**src/rtl/mem_debug_port.sv**
```systemverilog
// Byte-stream debug responder: halts the pipeline, performs one imem/dmem word
// access per host frame, then returns an ack byte or the four read-data bytes.
module mem_debug_port #(
    parameter int          ADDR_W   = 8,
    parameter logic [7:0]  ACK_BYTE = 8'hAA,
    parameter logic [7:0]  ERR_BYTE = 8'hEE
) (
    input  logic              clk,
    input  logic              reset,
    input  logic              cmd_valid,
    output logic              cmd_ready,
    input  logic [7:0]        cmd_data,
    output logic              rsp_valid,
    input  logic              rsp_ready,
    output logic [7:0]        rsp_data,
    output logic              cpu_halt,
    input  logic              cpu_halted,
    output logic              mem_req,
    output logic              mem_we,
    output logic              mem_sel,
    output logic [ADDR_W-1:0] mem_addr,
    output logic [31:0]       mem_wdata,
    input  logic [31:0]       mem_rdata
);

    localparam int         ABYTES = (ADDR_W + 7) / 8;
    localparam logic [2:0] ALAST  = 3'(ABYTES - 1);

    localparam logic [2:0] S_IDLE      = 3'd0;
    localparam logic [2:0] S_ADDR      = 3'd1;
    localparam logic [2:0] S_WDATA     = 3'd2;
    localparam logic [2:0] S_WAIT_HALT = 3'd3;
    localparam logic [2:0] S_ACCESS    = 3'd4;
    localparam logic [2:0] S_RDWAIT    = 3'd5;
    localparam logic [2:0] S_RESP      = 3'd6;

    logic [2:0]          state_q,     state_d;
    logic [2:0]          acnt_q,      acnt_d;
    logic [1:0]          wcnt_q,      wcnt_d;
    logic [1:0]          rcnt_q,      rcnt_d;
    logic [ABYTES*8-1:0] addr_buf_q,  addr_buf_d;
    logic [23:0]         rsp_shift_q, rsp_shift_d;
    logic                cpu_halt_q,  cpu_halt_d;
    logic                mem_req_q,   mem_req_d;
    logic                mem_we_q,    mem_we_d;
    logic                mem_sel_q,   mem_sel_d;
    logic [ADDR_W-1:0]   mem_addr_q,  mem_addr_d;
    logic [31:0]         mem_wdata_q, mem_wdata_d;
    logic [7:0]          rsp_data_q,  rsp_data_d;

    always_comb begin
        state_d     = state_q;
        acnt_d      = acnt_q;
        wcnt_d      = wcnt_q;
        rcnt_d      = rcnt_q;
        addr_buf_d  = addr_buf_q;
        rsp_shift_d = rsp_shift_q;
        cpu_halt_d  = cpu_halt_q;
        mem_req_d   = 1'b0;
        mem_we_d    = mem_we_q;
        mem_sel_d   = mem_sel_q;
        mem_addr_d  = mem_addr_q;
        mem_wdata_d = mem_wdata_q;
        rsp_data_d  = rsp_data_q;
        case (state_q)
            S_IDLE: if (cmd_valid) begin
                case (cmd_data)
                    8'h01, 8'h02, 8'h03, 8'h04: begin
                        state_d    = S_ADDR;
                        cpu_halt_d = 1'b1;
                        acnt_d     = '0;
                        mem_we_d   = (cmd_data == 8'h01) || (cmd_data == 8'h02);
                        mem_sel_d  = (cmd_data == 8'h02) || (cmd_data == 8'h03);
                    end
                    default: begin
                        state_d    = S_RESP;
                        rsp_data_d = ERR_BYTE;
                        rcnt_d     = '0;
                    end
                endcase
            end
            S_ADDR: if (cmd_valid) begin
                addr_buf_d[{acnt_q, 3'b000} +: 8] = cmd_data;
                mem_addr_d = addr_buf_d[ADDR_W-1:0];
                if (acnt_q == ALAST) begin
                    acnt_d  = '0;
                    state_d = mem_we_q ? S_WDATA : S_WAIT_HALT;
                end else begin
                    acnt_d = acnt_q + 3'd1;
                end
            end
            S_WDATA: if (cmd_valid) begin
                mem_wdata_d[{wcnt_q, 3'b000} +: 8] = cmd_data;
                wcnt_d = wcnt_q + 2'd1;
                if (wcnt_q == 2'd3) state_d = S_WAIT_HALT;
            end
            S_WAIT_HALT: if (cpu_halted) begin
                state_d   = S_ACCESS;
                mem_req_d = 1'b1;
            end
            S_ACCESS: begin
                if (mem_we_q) begin
                    state_d    = S_RESP;
                    rsp_data_d = ACK_BYTE;
                    rcnt_d     = '0;
                end else begin
                    state_d = S_RDWAIT;
                end
            end
            S_RDWAIT: begin
                // rcnt counts bytes still queued behind the one presented
                rsp_data_d  = mem_rdata[7:0];
                rsp_shift_d = mem_rdata[31:8];
                rcnt_d      = 2'd3;
                state_d     = S_RESP;
            end
            S_RESP: if (rsp_ready) begin
                if (rcnt_q == 2'd0) begin
                    state_d    = S_IDLE;
                    cpu_halt_d = 1'b0;
                end else begin
                    rsp_data_d  = rsp_shift_q[7:0];
                    rsp_shift_d = {8'h00, rsp_shift_q[23:8]};
                    rcnt_d      = rcnt_q - 2'd1;
                end
            end
            default: state_d = S_IDLE;
        endcase
    end

    always_ff @(posedge clk or posedge reset) begin
        if (reset) begin
            state_q     <= S_IDLE;
            acnt_q      <= '0;
            wcnt_q      <= '0;
            rcnt_q      <= '0;
            addr_buf_q  <= '0;
            rsp_shift_q <= '0;
            cpu_halt_q  <= 1'b0;
            mem_req_q   <= 1'b0;
            mem_we_q    <= 1'b0;
            mem_sel_q   <= 1'b0;
            mem_addr_q  <= '0;
            mem_wdata_q <= '0;
            rsp_data_q  <= '0;
        end else begin
            state_q     <= state_d;
            acnt_q      <= acnt_d;
            wcnt_q      <= wcnt_d;
            rcnt_q      <= rcnt_d;
            addr_buf_q  <= addr_buf_d;
            rsp_shift_q <= rsp_shift_d;
            cpu_halt_q  <= cpu_halt_d;
            mem_req_q   <= mem_req_d;
            mem_we_q    <= mem_we_d;
            mem_sel_q   <= mem_sel_d;
            mem_addr_q  <= mem_addr_d;
            mem_wdata_q <= mem_wdata_d;
            rsp_data_q  <= rsp_data_d;
        end
    end

    assign cmd_ready = (state_q == S_IDLE) || (state_q == S_ADDR) || (state_q == S_WDATA);
    assign rsp_valid = (state_q == S_RESP);
    assign rsp_data  = rsp_data_q;
    assign cpu_halt  = cpu_halt_q;
    assign mem_req   = mem_req_q;
    assign mem_we    = mem_we_q;
    assign mem_sel   = mem_sel_q;
    assign mem_addr  = mem_addr_q;
    assign mem_wdata = mem_wdata_q;

endmodule

```
**config.mk**
```make
export PLATFORM = sky130hd
export DESIGN_NAME = mem_debug_port
export DESIGN_NICKNAME = d
export VERILOG_FILES = /design/src/rtl/mem_debug_port.sv
export SDC_FILE = /design/constraint.sdc
export NUM_CORES = 1
export LEC_CHECK = 0
export ABC_CLOCK_PERIOD_IN_PS = 4100
export CAP_MARGIN = 20
export CORE_MARGIN = 3
export CORE_UTILIZATION = 50
export CTS_CLUSTER_SIZE = 25
export DETAILED_ROUTE_END_ITERATION = 7
export GPL_TIMING_DRIVEN = 1
export PLACE_DENSITY = 0.83
export SLEW_MARGIN = 30
export SYNTH_ARGS = -nofsm -noshare
export SYNTH_HDL_FRONTEND = slang
export SYNTH_SLANG_ARGS = --single-unit
```
**constraint.sdc**
```tcl
create_clock -name clk -period 4.1 [get_ports clk]
set_clock_uncertainty 0.2 [all_clocks]
set_input_delay 1.23 -clock clk [delete_from_list [all_inputs] [get_ports clk]]
set_output_delay 1.23 -clock clk [all_outputs]
set_load 0.05 [all_outputs]
```
# --- Word level (Yosys, flattened, before mapping) ---
# Cells that the tools add are included.
totals:
  word_cells: 105
  regBits: 86
  out_inout_bits: 54
op_classes:
  muxes: 41
  addsub: 5
  shifts: 4
  n_reduce_logical: 20
  n_eq_ne: 23
ops:
  columns: ["operator", "n"]
  rows:
  - ["$mux W24", 2]
  - ["$pmux W24 S2", 1]
  - ["$mux W8", 5]
  - ["$mux W3", 13]
  - ["$bwmux W32", 1]
  - ["$pmux W8 S4", 1]
  - ["$shift A8 B7 Y32 const A", 1]
  - ["$shiftx A8 B7 Y32", 1]
  - ["$pmux W3 S7", 1]
  - ["$ne A2 B2 Y1 const B", 9]
  - ["$eq A8 B2 Y1 const B", 2]
  - ["$mux W2", 6]
  - ["$eq A3 B3 Y1 const B", 3]
  - ["$bwmux W8", 1]
  - ["$eq A8 B1 Y1 const B", 1]
  - ["$eq A8 B3 Y1 const B", 1]
  - ["$neg A6 Y8", 1]
  - ["$pmux W2 S4", 1]
  - ["$reduce_and A8 Y1", 1]
  - ["$shift A8 B8 Y8 const A", 1]
  - ["$shiftx A8 B8 Y8", 1]
  - ["$mux W1", 7]
  - ["$neg A5 Y7", 1]
  - ["$eq A3 B2 Y1 const B", 2]
  - ["other kinds (19)", 29]

# --- Depth between registers and ports, before layout ---
depth:
  depth_word: 5
  ltp_mapped: 8
  mapped_depth_nobuf: 8

# --- Least setup slack after synthesis ---
# OpenSTA, ideal clock, no wires.
synth_path:
  path_kind: "register -> output"
  startpoint: "register state_q[1]"
  endpoint: "output cmd_ready"
  slack_ns: 1.243
  path_stages_with_launch: 3
  required_ns: 2.670
  arrival_time_ns: 1.427
  path_cell_list: "dfrtp_1 > buf_4 > a21oi_1"
synth_between:
  elab_chain_len: 3
synth_rtl:
  columns: ["item", "line", "source"]
  rows:
  - ["start: declaration", "37", "logic [2:0] state_q, state_d;"]
  - ["start signal: assignment", "147", "state_q <= state_d;"]
  - ["$eq A3 B1 Y1 or $logic_not A3 Y1 (tied branches)", "163", "assign cmd_ready = (state_q == S_IDLE) || (state_q == S_ADDR) || (state_q == S_WDATA);"]
  - ["$logic_or A1 B1 Y1", "163", null]
  - ["$logic_or A1 B1 Y1 (*)", "163", null]
  - ["end: declaration", "11", "output logic cmd_ready,"]
# Every way passes the cells marked *; elsewhere a longest branch is shown, timed or not.

# --- Final worst setup path ---
layout_path:
  startpoint: "register state_q[2]"
  endpoint: "output cmd_ready"
# Same word-level chain as after synthesis.

==> flow_summary.toml <==
[synthesis]
synth-seq-cells = 86
synth_enable_flop_cells = 0
synth_nets = 458
cells_after_synthesis = 402
synth-main-ff-cell = "sky130_fd_sc_hd__dfrtp_1"
average_instance_area_after_synthesis_um2 = 10.2
post_synth_xor_area_fraction_pct = 0.213
synth.yosys.seq_area_share_pct = 52.4
synth.area.mux_share_pct = 6.85
post_synth_and_or_nand_nor_area_fraction_pct = 15.9
synth.lib_cells_used.distinct = 52
synthAdderAreaFrac_pct = 3.35
post_synthesis_instance_area_um2 = 4110
largest_family_of_logic_cells_by_synthesized_area = "compound AO/OA/AOI/OAI gates"
synth_area_in_compound_gates_pct = 16.6
yosysWarningCount = 0
share_of_synthesized_flip_flops_with_an_asynchronous_set_or_reset_pct = 100

[route]
route.vias.total = 3291
drc_errors = 0
vias_per_cell = 5.48
post_drt_wl_per_cell_um = 15.8
wl_um = 9520
antenna_left = 0
detail_route.first_pass.iterations = 4
initialDrtViolationCount = 188

[worst_setup_path]
timing.reg2reg.setup_slack_ns = 1.65
critical_path.endpoint = "cmd_ready"
cp-startpoint = "state_q[2]"
reg2regPathDepth = 8
critical_path.startpoint_type = "flip-flop"
crit_path_end_kind = "output port"
crit-reg2reg-capture = "mem_addr[1]"
rr_startpoint = "acnt_q[0]"
critical_path_class = "reg2out"
worstPathRequired_ns = 2.67
worstPathArrival_ns = 2.12
timing.critical_path.fanout_max = 17

[cts]
cts_tree = "done"
post_cts_hold_buffer_count = 0
cts_max_level = 3
clock_tree.buffer_depth = 2
cts_root_buf = "sky130_fd_sc_hd__clkbuf_8"
cts_repair_resize_count = 0
numCtsBuffers = 9
postCtsSetupRepairBufs = 0
cts.sinks = 86
clk_pin_slew_worst_paths_ns = 0.09
insertion_delay_ns = 0.36

[timing]
timing.final.crit_share_pct = 86.5
fmaxAchievable_ghz = 0.282
worst_pin_slew_ns = 0.918
final_period_minus_worst_setup_slack_ns = 3.55
timing_hold_violations_final = 0
rsz0062_at_grt = "no"
slew_headroom_pct = 38.6
finalSetupViolCount = 0
tns_ns = 0
timing_max_transition_violations_final = 0

[min_path]
class_of_the_tightest_hold_or_removal_check = "reg2reg"

[placement]
placed_cells = 585
gp_routability_congestion = 0.845
portbufs = 98
hpwl_um = 6860
postPlaceCellArea_um2 = 5150

[power_and_ir_drop]
power.density_nw_per_um2 = 733
power.static_leakage_uw = 0.00227
power.ir.vdd_worst_mv = 0.433

[global_route]
antenna_found_initial = 0
number_of_global_route_vias_before_repair = 3225
grt_usage_pct = 20.7
first_pass_grt_wire_length_um = 15900
grt_max_degree = 45
grt_remaining_overflow = 0

[status]
status = "completed"

[final_layout]
areaGrowthSynthToFinish_pct = 30.0
layoutNonFillerInstCount = 601
number_of_diodes = 0
final_cell_area_um2 = 5340
final_layout_size_suffix_gt1_share_pct = 8.62
final_core_utilization_pct = 68.1
nets_final = 550

[floorplan]
fp.dieH_um = 96.7
floorplan.rows = 32
core_region_area_um2 = 7850
die_w_um = 96.7
io_pins = 99
floorplan.die_area_um2 = 9340
initial_utilization_pct = 52.4

[job]
max_cap_violations = 0
per-stage QoR:
step           hold WS, ns  worst slack [ns]  power, uW
2_1_floorplan        0.250             0.448       2750
3_3_place_gp         0.261             0.634       3300
3_5_place_dp         0.269             0.597       3360
4_1_cts              0.289             0.574       3920
5_1_grt              0.309             0.492       4160
6_report             0.284             0.554       3920
per-layer routing:
layer  global-route usage [%]  part of all wire (%)  up-vias
li1                         -                     -     1597
met1                     29.5                    48     1600
met2                     31.8                    47       86
met3                     4.25                   4.5        8
met4                     7.02                   1.2        0
met5                        0                     0        -
report_power, final:
part | leakage [uW] | internal (uW) | switching, uW
combinational | 0.00106 | 739 | 1260
clock | 0.0000901 | 242 | 315
sequential | 0.00112 | 1150 | 209
total | 0.00227 | 2130 | 1790
worst max-delay path: stages (launching register included):
cell,delay [ns]
sky130_fd_sc_hd__dfrtp_1,0.61
sky130_fd_sc_hd__a21oi_1,0.31
sky130_fd_sc_hd__clkdlybuf4s50_1,0.85
cell usage in the layout (no fill, tap or decap), types with 10 or more instances in the layout:
cell type                         synthesis  layout
sky130_fd_sc_hd__nor2_1                  10      10
sky130_fd_sc_hd__o21ai_0                 54      54
sky130_fd_sc_hd__inv_1                   14      13
sky130_fd_sc_hd__ha_1                    11      11
sky130_fd_sc_hd__clkdlybuf4s50_1          0      97
sky130_fd_sc_hd__clkbuf_8                 0      10
sky130_fd_sc_hd__mux2i_1                 18      18
sky130_fd_sc_hd__a22o_1                  16      16
sky130_fd_sc_hd__nand2_1                 89      89
sky130_fd_sc_hd__dfrtp_1                 86      86
cells in the mapped netlist, types with 6 or more instances:
master                      instances  area (um2)
sky130_fd_sc_hd__o22ai_1            7        43.8
sky130_fd_sc_hd__a22o_1            16         140
sky130_fd_sc_hd__inv_1             14        52.6
sky130_fd_sc_hd__a2bb2oi_1          6        52.6
sky130_fd_sc_hd__a21oi_1            8        40.0
sky130_fd_sc_hd__clkbuf_1           8        30.0
sky130_fd_sc_hd__nor2_1            10        37.5
sky130_fd_sc_hd__o21ai_0           54         270
sky130_fd_sc_hd__buf_2              7        35.0
sky130_fd_sc_hd__nand2_1           89         334
sky130_fd_sc_hd__ha_1              11         138
sky130_fd_sc_hd__dfrtp_1           86        2150
sky130_fd_sc_hd__mux2i_1           18         180
sky130_fd_sc_hd__mux2_2             8        90.1
kinds of logic (layout without fill, tap and decap cells):
| kind of cell | count (synthesis) | after routing |
|---|---|---|
| buffers and inverters | 37 | 134 |
| XOR/XNOR | 1 | 1 |
| adder cells (fa/ha/maj) | 11 | 11 |
| AND/OR/NAND/NOR | 132 | 132 |
| AO/OA/AOI/OAI | 108 | 108 |
| multiplexers | 27 | 27 |
| flip-flops | 86 | 86 |
worst min-delay path by stage:
stage	from	endpoint	slack [ns]	cells after the start
after detailed placement	mem_wdata[20]	mem_wdata[20]	0.27	2
after global placement	rsp_shift_q[10]	rsp_shift_q[10]	0.26	2
after floorplan	rsp_shift_q[10]	rsp_shift_q[10]	0.25	2
final	mem_wdata[20]	mem_wdata[20]	0.28	2
after CTS	rsp_shift_q[10]	rsp_shift_q[10]	0.29	2
after global routing	mem_wdata[26]	mem_wdata[26]	0.31	2
area by class of cell:
class	instances	area [um2]
Clock buffer	11	141
Inverter	14	53.8
Fill cell	629	2500
Tap cell	102	128
Timing Repair Buffer	104	1050
Multi-Input combinational cell	279	1780
Clock inverter	5	42.5
Sequential cell	86	2150
state kept, by name, summed over array words and instances, names as in the netlist:
signal,cells
rcnt_q,2
cpu_halt,1
mem_wdata,32
rsp_data,8
mem_addr,8
mem_we,1
mem_sel,1
state_q,3
rsp_shift_q,24
acnt_q,3
mem_req,1
wcnt_q,2
Note: power is estimated with default switching activity, not from simulation.
==> RTL edit 1, RTL diff (same flow settings) <==
`addr_buf_q`, `rsp_shift_q`, `mem_addr_q`, `mem_wdata_q` and `rsp_data_q` no longer have a reset.
--- a/src/rtl/mem_debug_port.sv
+++ b/src/rtl/mem_debug_port.sv
@@ -136,4 +136,2 @@
             rcnt_q      <= '0;
-            addr_buf_q  <= '0;
-            rsp_shift_q <= '0;
             cpu_halt_q  <= 1'b0;
@@ -142,5 +140,2 @@
             mem_sel_q   <= 1'b0;
-            mem_addr_q  <= '0;
-            mem_wdata_q <= '0;
-            rsp_data_q  <= '0;
         end else begin
@@ -150,4 +145,2 @@
             rcnt_q      <= rcnt_d;
-            addr_buf_q  <= addr_buf_d;
-            rsp_shift_q <= rsp_shift_d;
             cpu_halt_q  <= cpu_halt_d;
@@ -156,6 +149,11 @@
             mem_sel_q   <= mem_sel_d;
-            mem_addr_q  <= mem_addr_d;
-            mem_wdata_q <= mem_wdata_d;
-            rsp_data_q  <= rsp_data_d;
         end
+    end
+
+    always_ff @(posedge clk) begin
+        addr_buf_q  <= addr_buf_d;
+        rsp_shift_q <= rsp_shift_d;
+        mem_addr_q  <= mem_addr_d;
+        mem_wdata_q <= mem_wdata_d;
+        rsp_data_q  <= rsp_data_d;
     end
Formal check against the unedited RTL: not equivalent (Yosys sat finds a counterexample within 4 cycles, from zero or initial values and one cycle with reset high).
==> RTL edit 1 against the unedited design <==
  * Die area shrank 4.1%
  * Design area shrank 2.2%
  * Via count shrank 18%
  * Combinational power shrank 28%
  * Synthesized area shrank 4.4%
  * Power shrank 14%
  * Routed wire length shrank 7.8%
  * Worst setup slack gained 0.24 ns
  * Sequential cell count is the same
==> RTL edit 1: results <==
{
  "vdd_ir_drop_max_mv": 0.3388,
  "yosys.area_share.adder_pct": 3.183,
  "nFillCells": 537,
  "use_met3_pct": 4.701,
  "async_reset_ff_share_pct": 16.28,
  "clock_power_mw": 0.615,
  "path_max_fanout": 5,
  "grt_pass1_vias": 2628,
  "grt_start_max_net_pins": 27,
  "min_to": "rcnt_q[1]$_DFFE_PP0P_",
  "syn-num-nets": 341,
  "finalNetCount": 446,
  "synthMuxAreaShare_pct": 5.920,
  "met3WireLength_um": 690,
  "gp_routability_congestion": 0.8812,
  "met2_length_um": 4109,
  "htreeDepth": 3,
  "top_layer": "met4",
  "reg2regPathDepth": 5,
  "cts_setup_buffers": 0,
  "grt_pass1_wl_um": 14100,
  "synth.area.top_cells": "edfxtp_1 (55%), dfrtp_1 (8.9%), and2_1 (7.5%)",
  "hold_start": "rcnt_q[1]$_DFFE_PP0P_",
  "whs_ns": 0.3293,
  "synthTopCellsByCount": "edfxtp_1 (72), and2_1 (47), mux2_2 (18)",
  "reg2reg_to": "mem_wdata[6]$_DFFE_PP_",
  "drtIter0Drc": 299,
  "firstDrtPassIters": 5,
  "use_met1_pct": 29.96,
  "comb-power_mw": 1.45,
  "synthXorXnorAreaFrac_pct": 0.4456,
  "status": "complete, no violations",
  "p_per_area_nw_per_um2": 641.1,
  "p_leak_nw": 1.892,
  "yosysSeqAreaShare_pct": 63.91,
  "use_met2_pct": 31.77,
  "portBuffers": 98,
  "synth-edff-count": 72,
  "ys.flop_type": "edfxtp_1",
  "dpl_worst_slack_ns": 0.6262,
  "clk_pin_slew_worst_paths_ns": 0.08,
  "wl_met1_um": 3816,
  "layout-drive-gt1-share_pct": 14.39,
  "worstPathArrival_ns": 1.87,
  "grt_usage_pct": 21.17,
  "min_delay_path_depth": 1,
  "hpwl_um": 6643,
  "yosysUniqueCellTypes": 50,
  "antenna_found_initial": 0,
  "vias": 2690,
  "p_int_mw": 2.052,
  "synth_compound_area_share_pct": 6.397,
  "drv_slew": 0,
  "reg2reg_slack_ns": 1.58,
  "r2r_start": "state_q[2]$_DFFE_PP0P_",
  "worstHoldPathType": "reg -> reg",
  "relSlewSlack_pct": 49.03,
  "drt-total-wl_um": 8783
}
[RTL edit 1: changes by cell type after synthesis, sizes merged, moves of 7 or more]
cell / change
dfrtp: -72
buf: -10
and2: +53
mux2: +11
nor3: +7
edfxtp: +72
nand2: -81
a22o: -15
mux2i: -18
o21ai: -50
[RTL edit 1: final cells by class]
class | instances | area [um^2] | share of cell area [%]
Clock inverter | 5 | 66.31 | 1.268
Timing Repair Buffer | 104 | 1023 | 19.57
Clock buffer | 11 | 141.4 | 2.704
Tap cell | 99 | 123.9 | 2.369
Sequential cell | 86 | 2512 | 48.05
Inverter | 14 | 52.55 | 1.005
Multi-Input combinational cell | 176 | 1309 | 25.03
[RTL edit 1: worst max path at each step]
stage | from | to | slack, ns | cells after the start
2_1_floorplan | rsp_ready | rsp_shift_q[0]$_DFFE_PP_ | 0.96 | 2
3_3_place_gp | cmd_data[1] | rsp_data[6]$_SDFFCE_PN1P_ | 0.72 | 5
3_5_place_dp | cmd_data[1] | rsp_data[7]$_SDFFCE_PN1P_ | 0.63 | 5
4_1_cts | state_q[2]$_DFFE_PP0P_ | cmd_ready | 0.79 | 2
5_1_grt | state_q[2]$_DFFE_PP0P_ | cmd_ready | 0.77 | 2
6_report | state_q[2]$_DFFE_PP0P_ | cmd_ready | 0.80 | 2
[RTL edit 1: worst max-delay path, stage by stage (launching register included)]
cell and delay (ns):
dfrtp_1 0.46, a21oi_1 0.20, clkdlybuf4s50_1 0.86
[RTL edit 1: stage by stage]
stage,std cells,instance area (um^2)
2_1_floorplan,286,3931
3_3_place_gp,479,5021
3_5_place_dp,479,5021
4_1_cts,495,5229
5_1_grt,495,5229
6_report,495,5229
==> RTL edit 2, RTL diff (same settings) <==
Without the edit above. The parameter `ADDR_W` goes from 8 to 9.
--- a/src/rtl/mem_debug_port.sv
+++ b/src/rtl/mem_debug_port.sv
@@ -3,3 +3,3 @@
 module mem_debug_port #(
-    parameter int          ADDR_W   = 8,
+    parameter int          ADDR_W   = 9,
     parameter logic [7:0]  ACK_BYTE = 8'hAA,
Ports: changed (resized mem_addr); port bits go from 99 to 100. No check against the original RTL was run, so the function may have changed too.
==> RTL edit 2 against the unedited design <==
  * Non-clock buffer count increased by 2
  * Largest power group unchanged
  * Critical path depth stayed put
  * Sequential share of layout area up 0.16 points
  * Worst setup slack better by 0.042 ns
  * Design area is 0.77% higher
  * Register-to-register slack worse by 0.28 ns
  * Power rose by 11%
  * Highest routed layer unchanged
  * Synthesized area fell by 0.52%
  * Routed wire length rose by 7.7%
  * Sequential cell count grew 1
==> RTL edit 2: results <==
{
  "p_seq_mw": 1.44,
  "drtIter0Drc": 224,
  "max_slew.worst_pin.slew_ns": 0.9098,
  "nFillCells": 611,
  "ys_warn_count": 0,
  "placed_cell_area_um2": 5175,
  "antenna_found_initial": 0,
  "worstPathArrival_ns": 2.07,
  "use_met3_pct": 3.408,
  "yosysSeqAreaShare_pct": 53.24,
  "status": "complete, no violations",
  "yosys.area_share.adder_pct": 3.060,
  "clk_pin_slew_worst_paths_ns": 0.09,
  "vdd_ir_drop_max_mv": 0.3426,
  "synth_compound_area_share_pct": 14.84,
  "synth.area.top_cells": "dfrtp_1 (53%), nand2_1 (9.2%), o21ai_0 (8.4%)",
  "grt_pass1_vias": 3360,
  "synthMuxAreaShare_pct": 7.375,
  "yosysUniqueCellTypes": 42,
  "p_int_mw": 2.306,
  "avgSynthCellArea_um2": 9.598,
  "layout-drive-gt1-share_pct": 7.590,
  "dpl_worst_slack_ns": 0.5188,
  "clock_power_mw": 0.614,
  "synthTopCellsByCount": "nand2_1 (100), dfrtp_1 (87), o21ai_0 (69)",
  "async_reset_ff_share_pct": 100.0,
  "grt_pass1_wl_um": 16060,
  "finalNetCount": 577,
  "use_met1_pct": 31.33,
  "grt_usage_pct": 22.39,
  "p_leak_nw": 2.405,
  "drt-total-wl_um": 10260,
  "vias_per_cell": 5.491,
  "hpwl_um": 7408,
  "gp_routability_congestion": 0.9068,
  "path_max_fanout": 22,
  "portBuffers": 99,
  "placedCellCount": 613,
  "firstDrtPassIters": 5,
  "final_cells": 629,
  "synthXorXnorAreaFrac_pct": 0.4284,
  "met3WireLength_um": 519,
  "syn-num-nets": 481,
  "wl_met1_um": 4624,
  "met2_length_um": 4894,
  "p_per_area_nw_per_um2": 806.3,
  "use_met2_pct": 35.42
}
## RTL edit 2: cell types whose count changed after synthesis, moves of 7 or more
cell and delta:
mux2_2 -7, nand3_1 +10, a22o_1 -8, o21ai_0 +15
nand2_1 +11, mux2_4 +8
## RTL edit 2: worst paths after layout
| path | startpoint | to | slack (ns) | cells after the start |
|---|---|---|---|---|
| worst max register to register | acnt_q[0]$_DFFE_PP0P_ | addr_buf_q[5]$_DFFE_PP0P_ | 1.37 | 8 |
| worst max-delay path | state_q[1]$_DFFE_PP0P_ | cmd_ready | 0.60 | 2 |
| min in group asynchronous | reset | rsp_shift_q[18]$_DFFE_PP0P_ | 1.11 | 3 |
| max in group asynchronous | reset | state_q[2]$_DFFE_PP0P_ | 2.18 | 3 |
| worst min-delay path | mem_wdata[1]$_DFFE_PP0P_ | mem_wdata[1]$_DFFE_PP0P_ | 0.29 | 2 |
| worst min register to register | mem_wdata[1]$_DFFE_PP0P_ | mem_wdata[1]$_DFFE_PP0P_ | 0.29 | 2 |
## RTL edit 2: logic make-up (layout without fill, tap and decap cells)
logic type	after synthesis	in the layout
AO/OA/AOI/OAI	103	103
XOR/XNOR	2	2
adder cells (fa/ha/maj)	10	10
buffers and inverters	41	142
flip-flops	87	87
multiplexers	26	26
AND/OR/NAND/NOR	157	157
## RTL edit 2: cell type report
type	count	area [um^2]	share of cell area [%]
well taps	102	127.6	2.370
multi-input cells	298	1758	32.64
repair buffers	106	1041	19.33
flip-flops and latches	87	2177	40.43
clock inverters	6	67.56	1.255
inverters	20	76.32	1.417
clock buffers	10	137.6	2.556
## RTL edit 2: critical path: cells and delay by family (launching register included)
kind,cells,cell delay (ns)
compound gates,1,0.26
buf+inv,1,0.84
flops,1,0.62
